$ cat config.mk
export PLATFORM = sky130hd
export DESIGN_NAME = if_fetch_queue
export DESIGN_NICKNAME = d
export VERILOG_FILES = /design/src/rtl/if_fetch_queue_pkg.sv /design/src/rtl/if_fetch_queue_fifo.sv /design/src/rtl/if_fetch_queue.sv
export SDC_FILE = /design/constraint.sdc
export NUM_CORES = 1
export LEC_CHECK = 0
export BUFFER_PORTS_ARGS = -buffer_cell sky130_fd_sc_hd__buf_4
export CAP_MARGIN = 20
export CORE_MARGIN = 2
export CORE_UTILIZATION = 45
export DETAILED_ROUTE_END_ITERATION = 8
export HOLD_SLACK_MARGIN = 0.15
export PLACE_DENSITY = 0.6
export SYNTH_ARGS = -nofsm -noshare
export SYNTH_HDL_FRONTEND = slang
export SYNTH_HIERARCHICAL = 1
export SYNTH_SLANG_ARGS = --single-unit
$ cat constraint.sdc
create_clock -name clk -period 16.2 [get_ports clk]
set_input_delay 2.43 -clock clk [delete_from_list [all_inputs] [get_ports clk]]
set_output_delay 2.43 -clock clk [all_outputs]
set_load 0.02 [all_outputs]
$ cat src/rtl/if_fetch_queue_pkg.sv
// Shared types for the fetch queue: pc reset value, FSM states, queue entry.
package if_fetch_queue_pkg;

    localparam int XLEN = 64;
    localparam int ILEN = 32;

    localparam logic [XLEN-1:0] PC_START = 64'h0000_0000_8000_0000;

    typedef enum logic [1:0] {
        S_BOOT,
        S_RUN,
        S_DRAIN
    } ifq_state_e;

    typedef struct packed {
        logic [XLEN-1:0] pc;
        logic [ILEN-1:0] inst;
    } fetch_entry_t;

endpackage

$ cat src/rtl/if_fetch_queue_fifo.sv
// Small synchronous FIFO of {pc, inst} entries; flush beats push.
module if_fetch_queue_fifo
    import if_fetch_queue_pkg::*;
#(
    parameter int DEPTH = 4
) (
    input  logic                   clk,
    input  logic                   rst,
    input  logic                   flush,
    input  logic                   push,
    input  logic                   pop,
    input  fetch_entry_t           wdata,
    output fetch_entry_t           rdata,
    output logic [$clog2(DEPTH):0] count
);

    localparam int AW = $clog2(DEPTH);
    localparam logic [AW:0] FULL = (AW+1)'(DEPTH);

    fetch_entry_t  mem [DEPTH];
    logic [AW-1:0] rd_ptr;
    logic [AW-1:0] wr_ptr;
    logic          do_pop;
    logic          do_push;

    assign do_pop  = pop && (count != '0);
    assign do_push = push && ((count != FULL) || do_pop);
    assign rdata   = mem[rd_ptr];

    always_ff @(posedge clk) begin
        if (rst) begin
            rd_ptr <= '0;
            wr_ptr <= '0;
            count  <= '0;
            for (int i = 0; i < DEPTH; i++) begin
                mem[i] <= '0;
            end
        end else if (flush) begin
            rd_ptr <= '0;
            wr_ptr <= '0;
            count  <= '0;
        end else begin
            if (do_push) begin
                mem[wr_ptr] <= wdata;
                wr_ptr      <= wr_ptr + AW'(1);
            end
            if (do_pop) begin
                rd_ptr <= rd_ptr + AW'(1);
            end
            count <= count + (AW+1)'(do_push) - (AW+1)'(do_pop);
        end
    end

    // Credit accounting upstream must make an overflowing push impossible.
    assert property (@(posedge clk) disable iff (rst || flush)
        !(push && (count == FULL) && !do_pop));

endmodule

$ cat src/rtl/if_fetch_queue.sv
// Fetch front end: credit-limited imem requests, response queue, redirect drain.
// Optional IFQ_PERF_EN adds issue and decode-starvation counters.
module if_fetch_queue
    import if_fetch_queue_pkg::*;
#(
    parameter int              DEPTH    = 4,
    parameter logic [XLEN-1:0] PC_RESET = PC_START
) (
    input  logic            clk,
    input  logic            rst,
    input  logic            redirect_valid,
    input  logic [XLEN-1:0] redirect_pc,
    output logic            imem_req,
    output logic [XLEN-1:0] imem_addr,
    input  logic            imem_gnt,
    input  logic            imem_rvalid,
    input  logic [ILEN-1:0] imem_rdata,
    output logic            out_valid,
    output logic [XLEN-1:0] out_pc,
    output logic [ILEN-1:0] out_inst,
`ifdef IFQ_PERF_EN
    output logic [63:0]     perf_fetch_cnt,
    output logic [63:0]     perf_stall_cnt,
`endif
    input  logic            out_ready
);

    localparam int CW = $clog2(DEPTH) + 1;
    localparam logic [CW:0] CREDIT = (CW+1)'(DEPTH);

    ifq_state_e      state;
    ifq_state_e      state_n;
    logic [XLEN-1:0] fetch_pc;
    logic [XLEN-1:0] resp_pc;
    logic [CW-1:0]   outstanding;
    logic [CW-1:0]   drop_cnt;
    logic [CW-1:0]   drop_n;
    logic [CW-1:0]   count;
    logic            issue;
    logic            rsp;
    logic            push;
    logic            pop;
    logic            dropping;
    fetch_entry_t    wr_entry;
    fetch_entry_t    head;

    // Dropped in-flight fetches still hold a credit until they return.
    assign imem_req  = (state != S_BOOT)
                    && (({1'b0, count} + {1'b0, outstanding}) < CREDIT);
    assign imem_addr = fetch_pc;
    assign issue     = imem_req && imem_gnt;
    assign rsp       = imem_rvalid;
    assign dropping  = drop_cnt != '0;
    assign push      = rsp && !dropping && !redirect_valid;
    assign out_valid = count != '0;
    assign pop       = out_valid && out_ready;
    assign out_pc    = head.pc;
    assign out_inst  = head.inst;
    assign wr_entry  = '{pc: resp_pc, inst: imem_rdata};

    always_comb begin
        drop_n = drop_cnt;
        if (redirect_valid) begin
            drop_n = outstanding + CW'(issue) - CW'(rsp);
        end else if (rsp && dropping) begin
            drop_n = drop_cnt - CW'(1);
        end
    end

    always_comb begin
        state_n = state;
        unique case (state)
            S_BOOT:          state_n = S_RUN;
            S_RUN, S_DRAIN:  state_n = (drop_n != '0) ? S_DRAIN : S_RUN;
            default:         state_n = S_BOOT;
        endcase
    end

    always_ff @(posedge clk) begin
        if (rst) begin
            state       <= S_BOOT;
            fetch_pc    <= PC_RESET;
            resp_pc     <= PC_RESET;
            outstanding <= '0;
            drop_cnt    <= '0;
        end else begin
            state       <= state_n;
            drop_cnt    <= drop_n;
            outstanding <= outstanding + CW'(issue) - CW'(rsp);
            if (redirect_valid) begin
                fetch_pc <= redirect_pc;
                resp_pc  <= redirect_pc;
            end else begin
                if (issue) fetch_pc <= fetch_pc + 64'd4;
                if (push)  resp_pc  <= resp_pc + 64'd4;
            end
        end
    end

    if_fetch_queue_fifo #(
        .DEPTH (DEPTH)
    ) u_fifo (
        .clk   (clk),
        .rst   (rst),
        .flush (redirect_valid),
        .push  (push),
        .pop   (pop),
        .wdata (wr_entry),
        .rdata (head),
        .count (count)
    );

`ifdef IFQ_PERF_EN
    always_ff @(posedge clk) begin
        if (rst) begin
            perf_fetch_cnt <= '0;
            perf_stall_cnt <= '0;
        end else begin
            if (issue) perf_fetch_cnt <= perf_fetch_cnt + 64'd1;
            if (out_ready && !out_valid) perf_stall_cnt <= perf_stall_cnt + 64'd1;
        end
    end
`endif

endmodule

Word-level counts from Yosys, hierarchy flattened:

Memories as Yosys holds them, arrays and structs flattened. A register that Yosys moved wholly into a read port is not among the register bits.
Cells that the tools add are included.

* add/sub/neg operators: 10
* magnitude comparators: 1
* eq/ne operators: 3
* mux-type cells: 19
* reductions and logical operators: 21

Operators by type and width (number)
* 2-to-1 mux 64 bit: 4
* adder 64 x 3 -> 64 bit, second input constant: 2
* 2-to-1 mux 96 bit: 1
* OR reduction 96 bit: 1
* nonzero test 3 bit: 3
* logical AND 1 bit: 8
* 2-to-1 mux 2 bit: 4
* 2-to-1 mux 1 bit: 7
* adder 3 x 1 -> 3 bit: 2
* 2-to-1 mux 3 bit: 2
* nonzero test 2 bit: 3
* subtractor 3 x 1 -> 3 bit: 2
* adder 2 x 1 -> 2 bit, second input constant: 2
* adder 3 x 3 -> 4 bit: 1
* less-than comparator 4 x 3 -> 1 bit, second input constant: 1
* one-hot mux 2 bit (2 select lines): 1
* OR reduction 2 bit: 2
* inequality test 3 bit, second input constant: 1
* subtractor 3 x 1 -> 3 bit, second input constant: 1
* equality test 2 x 1 -> 1 bit, second input constant: 1
* equality test 2 bit, second input constant: 1
* logical NOT 1 bit: 2
* logical NOT 2 bit: 1
* logical OR 1 bit: 1

* register bits after elaboration: 143
* RAM bits: 384
* logic and storage cells: 63
* memories: 1

Memories
* u_fifo.mem: depth 4, width 96, rd ports 1, clocked after Yosys merged registers in 1, write ports 4, line if_fetch_queue_fifo.sv:20 `fetch_entry_t mem [DEPTH];`

Longest topological paths before layout:

Gate-level depths: netlist (run 1).

* depth in word-level cells: 11
* gate-level depth with buffers: 15

Cells and area by module:

The synthesis (run 1) kept the hierarchy.

By module, submodules not included
* if_fetch_queue_fifo: times used 1, cells an instance 1082, area an instance 16417.0 um^2, sequential area each 11711.2 um^2
* if_fetch_queue: times used 1, cells an instance 895, area an instance 7603.5 um^2, sequential area each 2722.6 um^2

Worst setup path after synthesis (run 1):

Ideal clock, no wire load.

* path type: in2reg
* start point: input redirect_valid
* end point: memory u_fifo/mem[3][0] (netlist name), enable pin
* setup time: 811 ps
* arrival time: 13211 ps
* required time: 15389 ps
* setup slack: 2178 ps
* cell stages on the path: 6
* cells stage by stage: clkbuf_1 > clkbuf_1 > clkbuf_1 > nor2_1 > nand2_1 > o41ai_1

RTL lines
* start: declaration: line if_fetch_queue.sv:11 `input logic redirect_valid,`
* end: declaration: line if_fetch_queue_fifo.sv:20

==> impl_metrics.tcl, run 1 <==
set metrics [dict create \
    firstDrtPassIters 9 \
    ctsRootBufferMaster "clkbuf_16" \
    placed_area_um2 26500 \
    post_drt_wl_per_cell_um 21.8 \
    slew_viol_final 0 \
    fin_crit_sh 0.360 \
    area_growth_pct 17.9 \
    synth_async_sr_flop_share 0 \
    cp-end-kind "flip-flop" \
    drt-total-wl_um 63900 \
    gr-usage-met1 0.329 \
    fin_tns_setup_ns 0 \
    dieHeight_um 235 \
    start_util 0.456 \
    powerDensity_nw_per_um2 113 \
    slew_headroom 0.289 \
    rsz0062_at_grt "no" \
    setup_viol 0 \
    critPathMaxFanout 53 \
    irDropWorstVdd_mv 0.0842 \
    syn_inst 1977 \
    finalHoldViolCount 0 \
    syn_area_um2 24000 \
    cts_inserted_buffers 55 \
    num_rows 84 \
    final_nets 2310 \
    synth-edff-count 384 \
    grtUsageTotal 0.229 \
    total_power_w 0.00320 \
    clk_pin_slew_ns 0.06 \
    status "finished clean" \
    cp.required_ns 16.43 \
    syn_nets 2093 \
    reg2regPathDepth 8 \
    clkLatencyLatePin_ns 0.61 \
    grt_busiest_layer "met2" \
    start_kind "primary input" \
    gp_congestion 0.820 \
    hp-class "reg2reg" \
    dieArea_um2 55200 \
    route.detailed.drc 0 \
    core_area_um2 52700 \
    fp.dieW_um 235 \
    worstMarginPinSlew_ns 1.07 \
    cap_violations 0 \
    grt_overflow 0 \
    synthDistinctLibCells 68 \
    hold_ws_ns 0.493 \
    min_path_cells 2 \
    synth-main-ff-cell "edfxtp_1" \
    cts_sinks 529 \
    place_hpwl_um 40800 \
    antennaDiodeCount 0 \
    grt_pass1_wl_um 98900 \
    avgSynthCellArea_um2 12.1 \
    grt_util_met2 0.363 \
    n_fill_cell 4542 \
    setup.worst_path.class "in2reg" \
    layout-drive-gt1-share 0.223 \
    hold_buffers 0 \
    cts_resized 0 \
    drtIter0Drc 1283 \
    first_global_vias 16800 \
    antenna_found_initial 1 \
    fmax_ghz 0.171 \
    synth-seq-cells 529 \
    met3_usage 0.0417 \
    cts_buffer_depth 3 \
    power.leakage_nw 9.68 \
    cts_setup_buffers 0 \
    htreeDepth 2 \
    pin_count 264 \
    yosysWarnings 6 \
    cts_tree "done" \
    port_buffers 263 \
    grt_start_max_net_pins 79 \
    clock_skew_ns 0.0124 \
    final_area_um2 28300 \
    ant_nets 0 \
    num_vias 16700 \
    synth_seq_area_share 0.601 \
    vias_per_cell 5.70 \
    fin_crit_ns 5.83 \
    critPathArrivalTime_ns 6.06 \
]
[synth_stat cells, drive strengths merged (15+ instances only)]
library cell	n	area (um^2)
and4	16	140
inv	27	101
mux4	96	2160
o21a	68	510
o31a	42	368
a31oi	15	93.8
or4	16	128
nor2	423	1610
o21ai	27	135
nand4	47	315
clkbuf	60	226
nand3	43	220
dfxtp	145	2900
buf	67	414
nand2	165	627
nor3	47	250
a21boi	50	375
and3	22	138
edfxtp	384	11500
xor2	32	280
xnor2	30	263
nor4	31	215
[state kept, by name, summed over array words and instances (netlist names), named ones only]
signal,count
drop_cnt,3
imem_addr,64
outstanding,3
resp_pc,64
state,2
u_fifo/count,3
u_fifo/mem,384
u_fifo/rd_ptr,2
u_fifo/wr_ptr,2
[worst paths after layout]
| path | to | from | slack (ns) |
|---|---|---|---|
| worst min register to register | imem_addr[1] | imem_addr[1] | 0.49 |
| worst max register to register | u_fifo/mem[0][6] | drop_cnt[0] | 11.69 |
| worst max-delay path | u_fifo/mem[0][6] | imem_rvalid | 10.37 |
| worst min-delay path | imem_addr[1] | imem_addr[1] | 0.49 |
[critical path, cell delays in order]
cell and delay, ns:
buf_4 0.13, nand3b_1 0.28, nor2_1 0.57, nand3_4 0.53, o21ai_4 0.87, buf_4 0.45, buf_4 0.67
[final cells by class]
type,count,area (um^2),area share
Inverter,28,108,0.00380
Clock buffer,67,1430,0.0505
Multi-Input combinational cell,1293,8900,0.314
Clock inverter,37,359,0.0127
Tap cell,688,861,0.0304
Timing Repair Buffer,287,2230,0.0786
Sequential cell,529,14400,0.510
[cell families (layout without fill, tap and decap cells)]
group                    Yosys count  count (layout)  synth area share
AND/OR/NAND/NOR                  861             861             0.167
flip-flops                       529             529             0.601
AO/OA/AOI/OAI                    256             256            0.0787
buffers and inverters            155             419            0.0310
multiplexers                     100             100            0.0917
XOR/XNOR                          62              62            0.0226
adder cells (fa/ha/maj)           14              14           0.00792
[per-layer routing]
layer  routed length [um]  share of wire
met1                28300           0.44
met2                29600           0.46
met3                 4610          0.072
met4                 1270          0.020
met5                   12        0.00019
[through the flow]
step / cells / setup slack (ns) / utilization
2_1_floorplan: 1977 / 2.18 / -
3_3_place_gp: 2821 / 9.69 / 0.502
3_5_place_dp: 2824 / 9.58 / 0.504
4_1_cts: 2928 / 10.21 / 0.538
5_1_grt: 2929 / 10.05 / 0.538
6_report: 2929 / 10.37 / 0.538
[power breakdown]
part	switching (W)	internal [W]	total, W	leakage (nW)
Sequential	0.0000507	0.00153	0.00158	5.18
Clock	0.000527	0.000738	0.00126	0.876
Combinational	0.000217	0.000135	0.000353	3.63
[cells in the final DEF, fill, tap and decap left out, types with 44 or more instances in the layout]
| cell | count |
|---|---|
| nand4_1 | 45 |
| mux4_2 | 96 |
| dfxtp_1 | 143 |
| nor2_1 | 412 |
| nand2_1 | 164 |
| edfxtp_1 | 384 |
| buf_4 | 283 |
| a21boi_0 | 49 |
| clkbuf_16 | 55 |
| nor3_1 | 44 |
| o21a_1 | 68 |
Note: power is estimated with default switching activity, not from simulation.
==> run 2, diff against run 1 <==
--- a/config.mk
+++ b/config.mk
@@ -5,13 +5,14 @@
 export SDC_FILE = /design/constraint.sdc
 export NUM_CORES = 1
 export LEC_CHECK = 0
+export ABC_AREA = 1
 export BUFFER_PORTS_ARGS = -buffer_cell sky130_fd_sc_hd__buf_4
 export CAP_MARGIN = 20
 export CORE_MARGIN = 2
 export CORE_UTILIZATION = 45
 export DETAILED_ROUTE_END_ITERATION = 8
 export HOLD_SLACK_MARGIN = 0.15
-export PLACE_DENSITY = 0.6
+export PLACE_DENSITY = 0.62
 export SYNTH_ARGS = -nofsm -noshare
 export SYNTH_HDL_FRONTEND = slang
 export SYNTH_HIERARCHICAL = 1
==> constraint.sdc (replaced) <==
create_clock -name clk -period 4.7 [get_ports clk]
set_input_delay 0.705 -clock clk [delete_from_list [all_inputs] [get_ports clk]]
set_output_delay 0.705 -clock clk [all_outputs]
set_load 0.02 [all_outputs]
==> run 2 against run 1 <==
Synthesized cell count increased by 61%. Critical endpoint is now out_pc[55]. Register-to-register slack got worse by 10 ns. Clock power increased to 3.4 times the previous value. Routed wire length increased by 36%. Global-route usage increased by 5.2 points. Setup slack got worse by 9.4 ns. Critical path type is now reg2out. Die area increased by 10%. Count of clock-buffer cells in the layout increased by 3.
==> impl_metrics.tcl, run 2 <==
set metrics [dict create \
    status "finished clean" \
    setup.worst_path.class "reg2out" \
    dieArea_um2 61000 \
    drt-total-wl_um 86600 \
    rsz0062_at_grt "no" \
    total_power_w 0.0113 \
    grt_start_max_net_pins 194 \
    synth-edff-count 384 \
    placed_area_um2 29100 \
    ctsRootBufferMaster "clkbuf_16" \
    path_delay_family "buffers and inverters" \
    cts_sinks 529 \
    path_cells "clkinv_2 > buf_4 > o21ai_0 > o22ai_1 > buf_4" \
    dieHeight_um 247 \
    cts_buffer_depth 3 \
    synth_async_sr_flop_share 0 \
    grt_overflow 0 \
    syn_nets 3300 \
    ant_nets 0 \
    avgSynthCellArea_um2 8.34 \
    final_nets 3482 \
    route.detailed.drc 0 \
    cts_inserted_buffers 56 \
    setup_viol 0 \
    power.leakage_nw 11.7 \
    netlist_top_cells_count "595 x nor2_1, 536 x nand2_1, 384 x edfxtp_1, 314 x inv_1, 282 x o21ai_0" \
    htreeDepth 2 \
    num_rows 89 \
    place_hpwl_um 58200 \
    worstMarginPinSlew_ns 1.17 \
    final_area_um2 30900 \
    critPathArrivalTime_ns 2.98 \
    cp_num_buf_inv 3 \
    num_vias 23400 \
    final_common_cell "nor2_1" \
    powerDensity_nw_per_um2 365 \
    cts_setup_buffers 0 \
    clk_pin_slew_ns 0.06 \
    yosysWarnings 6 \
    seq_area_um2 14400 \
    hold_buffers 0 \
    first_global_vias 22600 \
    synth-main-ff-cell "edfxtp_1" \
    synthDistinctLibCells 41 \
    cp.required_ns 3.99 \
    critPathMostFrequentCell "buf_4" \
    multiInputGateArea_um2 10200 \
    gp_congestion 0.955 \
    cp-end-kind "output port" \
    antenna_found_initial 0 \
    n_fill_cell 5495 \
    clock_skew_ns 0.0251 \
    slew_headroom 0.221 \
    cap_violations 0 \
    irDropWorstVdd_mv 0.282 \
    port_buffers 263 \
    grt_pass1_wl_um 132000 \
    vias_per_cell 5.59 \
    synth-seq-cells 529 \
    clkLatencyLatePin_ns 0.63 \
    critPathMaxFanout 54 \
    cts_resized 0 \
    firstDrtPassIters 6 \
    syn_area_um2 26500 \
    grtUsageTotal 0.281 \
    layout-drive-gt1-share 0.130 \
    start_kind "flip-flop" \
    synth_seq_area_share 0.544 \
    fmax_ghz 0.271 \
    antennaDiodeCount 0 \
    regMostFlops "u_fifo/mem" \
    synth.top_cell.area_share 0.434 \
    fin_crit_sh 0.785 \
    slew_viol_final 0 \
    syn_inst 3184 \
    fin_crit_ns 3.69 \
    yosys-top-cells-area "edfxtp_1 43%, dfxtp_1 11%, nor2_1 8.4%, nand2_1 7.6%, o21ai_0 5.3%" \
    cts_tree "done" \
    hold_ws_ns 0.380 \
    area_growth_pct 16.3 \
    hp-class "in2reg" \
    finalHoldViolCount 0 \
    core_area_um2 58700 \
    post_drt_wl_per_cell_um 20.7 \
    synth_top_cell_by_area "edfxtp_1" \
    most-common-layout-cells "593 x nor2_1, 535 x nand2_1, 384 x edfxtp_1, 311 x inv_1, 288 x buf_4" \
    start_util 0.452 \
    cp_slowest_cell "clkinv_2" \
    fp.dieW_um 247 \
    pin_count 264 \
    max_stage_delay_ns 0.72 \
    drtIter0Drc 2015 \
    yosysMostFrequentCell "nor2_1" \
    largest_reg_flops 384 \
]
## run 2: stage by stage
stage / TNS [ns] / cells / util / setup slack (ns)
after global routing: 0 / 4183 / 0.526 / 0.789
after detailed placement: 0 / 4081 / 0.496 / 1.59
after CTS: 0 / 4183 / 0.526 / 0.969
after floorplan: -336.69 / 3184 / - / -1.75
final: 0 / 4183 / 0.526 / 1.01
after global placement: 0 / 4080 / 0.496 / 1.63
## run 2: report_power, final
part           total, W  internal (W)  leakage, nW  switching, W
clock           0.00428       0.00238        0.840       0.00190
combinational   0.00144      0.000459         5.70      0.000985
sequential      0.00553       0.00529         5.16      0.000247
total            0.0113       0.00813         11.7       0.00313
## run 2: logic make-up after synthesis
group                    Yosys count  share of synthesized area
flip-flops                       529                      0.544
buffers and inverters            500                     0.0755
AND/OR/NAND/NOR                 1541                      0.245
XOR/XNOR                          51                     0.0168
adder cells (fa/ha/maj)           14                    0.00716
AO/OA/AOI/OAI                    549                      0.112
## run 2: cell type report
cell class              count  area share
clock buffers              70      0.0474
clock inverters            32     0.00896
inverters                 329      0.0403
multi-input cells        2155       0.329
flip-flops and latches    529       0.468
well taps                 773      0.0313
repair buffers            295      0.0748
## run 2: routing by layer
metal,wire (um),global-route usage,vias to the layer above
li1,-,-,11100
met1,36200,0.376,11300
met2,41300,0.468,936
met3,5980,0.0348,148
met4,3140,0.105,0
met5,0,0,-
## run 2: final timing paths
| check | start | to | slack, ns | cells past startpoint |
|---|---|---|---|---|
| worst max-delay path | flip-flop | out_pc[55] | 1.01 | 5 |
| worst min-delay path | redirect_pc[0] | resp_pc[0] | 0.38 | 3 |
| worst max register to register | u_fifo/count[2] | state[0] | 1.64 | 15 |
| worst min register to register | imem_addr[0] | imem_addr[0] | 0.47 | 2 |
## run 2: worst reg2reg max path, stage by stage (launching register included)
cell     delay, ns
dfxtp_1       0.39
ha_1          0.25
nor2_1        0.10
nand2_1       0.07
nor2_2        0.22
nand2_1       0.30
ha_1          0.37
inv_1         0.06
ha_1          0.13
inv_1         0.05
fa_1          0.50
nand2_1       0.05
and2_1        0.18
nor2_1        0.13
nand2_1       0.06
o21ai_0       0.13
==> run 3, diff against run 2 <==
==> constraint.sdc (replaced) <==
create_clock -name clk -period 3.02 [get_ports clk]
set_input_delay 0.453 -clock clk [delete_from_list [all_inputs] [get_ports clk]]
set_output_delay 0.453 -clock clk [all_outputs]
set_load 0.02 [all_outputs]
==> run 3 against run 2 <==
Sequential power rose by 56%. Core utilization rose by 0.84 points. Count of clock-buffer cells in the layout fell by 2. Power rose by 58%. Register-to-register slack got worse by 1.3 ns. Routed wire length rose by 0.86%. Sequential share of layout area fell by 0.73 points. First-iteration DRC count rose by 1.2%. Critical path type unchanged.
==> impl_metrics.tcl, run 3 (synthesized netlist as in run 2, its figures left out) <==
set metrics [dict create \
    antenna_found_initial 1 \
    start_kind "flip-flop" \
    cp-end-kind "output port" \
    final_nets 3513 \
    fin_crit_sh 0.919 \
    cp.required_ns 2.57 \
    slew_headroom 0.378 \
    path_cells "buf_4 > o21ai_0 > o22ai_1 > buf_4" \
    largest_reg_flops 384 \
    internal_power_w 0.0129 \
    hp-class "in2reg" \
    fp.dieW_um 247 \
    ant_nets 0 \
    clkPwrFrac 0.384 \
    grt_overflow 0 \
    reg2regPathDepth 15 \
    cts_inserted_buffers 56 \
    fmax_ghz 0.360 \
    setup_viol 0 \
    cts_sinks 529 \
    htreeDepth 2 \
    layout-drive-gt1-share 0.135 \
    num_rows 89 \
    finalHoldViolCount 0 \
    n_fill_cell 5461 \
    firstDrtPassIters 6 \
    netSwitchingFraction 0.275 \
    total_power_w 0.0178 \
    status "finished clean" \
    dieArea_um2 61000 \
    ctsRootBufferMaster "clkbuf_16" \
    comb_power_share 0.132 \
    place_hpwl_um 57400 \
    cp_slowest_cell "dfxtp_4" \
    first_global_vias 22600 \
    cts_buffer_depth 3 \
    pwr-share-seq 0.484 \
    max_stage_delay_ns 0.66 \
    clkLatencyLatePin_ns 0.62 \
    vias_per_cell 5.59 \
    cap_violations 0 \
    drtIter0Drc 2040 \
    path_delay_family "flip-flops" \
    num_vias 23600 \
    most-common-layout-cells "593 x nor2_1, 534 x nand2_1, 384 x edfxtp_1, 309 x inv_1, 288 x buf_4" \
    grtUsageTotal 0.284 \
    clock_skew_ns 0.0134 \
    route.detailed.drc 0 \
    powerDensity_nw_per_um2 568 \
    fin_crit_ns 2.77 \
    drt-total-wl_um 87400 \
    critPathArrivalTime_ns 2.32 \
    placed_cells 4090 \
    slew_viol_final 0 \
    final_cells 4217 \
    irDropWorstVdd_mv 0.440 \
    grt_pass1_wl_um 133000 \
    critPathMostFrequentCell "buf_4" \
    worstMarginPinSlew_ns 0.932 \
    pin_count 264 \
    multiInputGateArea_um2 10200 \
    cp_num_buf_inv 2 \
    clk_pin_slew_ns 0.06 \
    area_growth_pct 18.1 \
    post_drt_wl_per_cell_um 20.7 \
    gp_congestion 0.948 \
    power.leakage_nw 11.9 \
    setup.worst_path.class "reg2out" \
    rsz0062_at_grt "no" \
    min_path_cells 5 \
    crit_cells 4 \
    grt_start_max_net_pins 121 \
    dieHeight_um 247 \
    critPathMaxFanout 34 \
    regMostFlops "u_fifo/mem" \
    final_common_cell "nor2_1" \
    start_util 0.452 \
    seq_area_um2 14400 \
    p_switching_w 0.00490 \
    port_buffers 263 \
    fin_tns_setup_ns 0 \
    cts_tree "done" \
    core_area_um2 58700 \
]
run 3: cell types whose count changed in the layout (fill, tap and decap cells not counted), moves of 3 or more:
cell           before  now
buf_12              6   16
clkbuf_1           13   10
clkinv_2            8   11
dlygate4sd3_1       0   21
inv_2              13   16
inv_6               5    2
run 3: path summary, 6_finish.rpt:
check                    from               end  slack (ns)
max                 flip-flop        out_pc[30]        0.25
min           redirect_pc[12]       resp_pc[12]        0.18
max reg2reg   u_fifo/count[2]          state[0]        0.33
min reg2reg  u_fifo/wr_ptr[0]  u_fifo/wr_ptr[0]        0.47
run 3: worst register-to-register path, cell delays in order (launching register included):
cell     delay, ns
dfxtp_1       0.41
ha_1          0.26
nor2_1        0.11
nand2_1       0.07
nor2_2        0.13
nand2_1       0.09
ha_1          0.27
inv_1         0.05
ha_1          0.12
inv_1         0.04
fa_1          0.50
nand2_1       0.06
and2_1        0.18
nor2_1        0.13
nand2_1       0.06
o21ai_0       0.14
run 3: what timing repair did:
item	CTS	global route
hold buffers	21	0
resized for setup	0	1
hold endpoints to repair	28	0
buffers inserted	0	1
endpoints found under the setup margin	0	27
run 3: area by class of cell:
type | count | area share
Antenna cell | 1 | 0.0000798
Clock buffer | 68 | 0.0468
Clock inverter | 36 | 0.0105
Inverter | 329 | 0.0396
Multi-Input combinational cell | 2155 | 0.325
Sequential cell | 529 | 0.461
Tap cell | 773 | 0.0308
Timing Repair Buffer | 326 | 0.0862
run 3: stage by stage:
step | utilization | setup slack (ns) | instance area, um^2 | hold WS [ns]
4_1_cts | 0.534 | 0.00137 | 31300 | 0.152
5_1_grt | 0.534 | 0.0771 | 31400 | 0.174
2_1_floorplan | - | -0.170 | 26700 | 0.444
3_5_place_dp | 0.500 | 0.330 | 29300 | 0.458
6_report | 0.534 | 0.246 | 31400 | 0.180
3_3_place_gp | 0.500 | 0.375 | 29300 | 0.452
run 3: power groups by stage:
stage	Sequential [W]	Clock (W)	Combinational, W
finish	0.00861	0.00684	0.00236
detailed placement	0.00875	0	0.00232
global placement	0.00874	0	0.00229
global route	0.00866	0.00723	0.00258
floorplan	0.00869	0	0.00134
CTS	0.00860	0.00694	0.00236
run 3: per-layer routing:
metal / up-vias / routed length, um / global-route usage
met5: - / 0 / 0
met4: 0 / 3150 / 0.104
met3: 164 / 6380 / 0.0384
met2: 968 / 41200 / 0.460
met1: 11300 / 36700 / 0.389
li1: 11100 / - / -
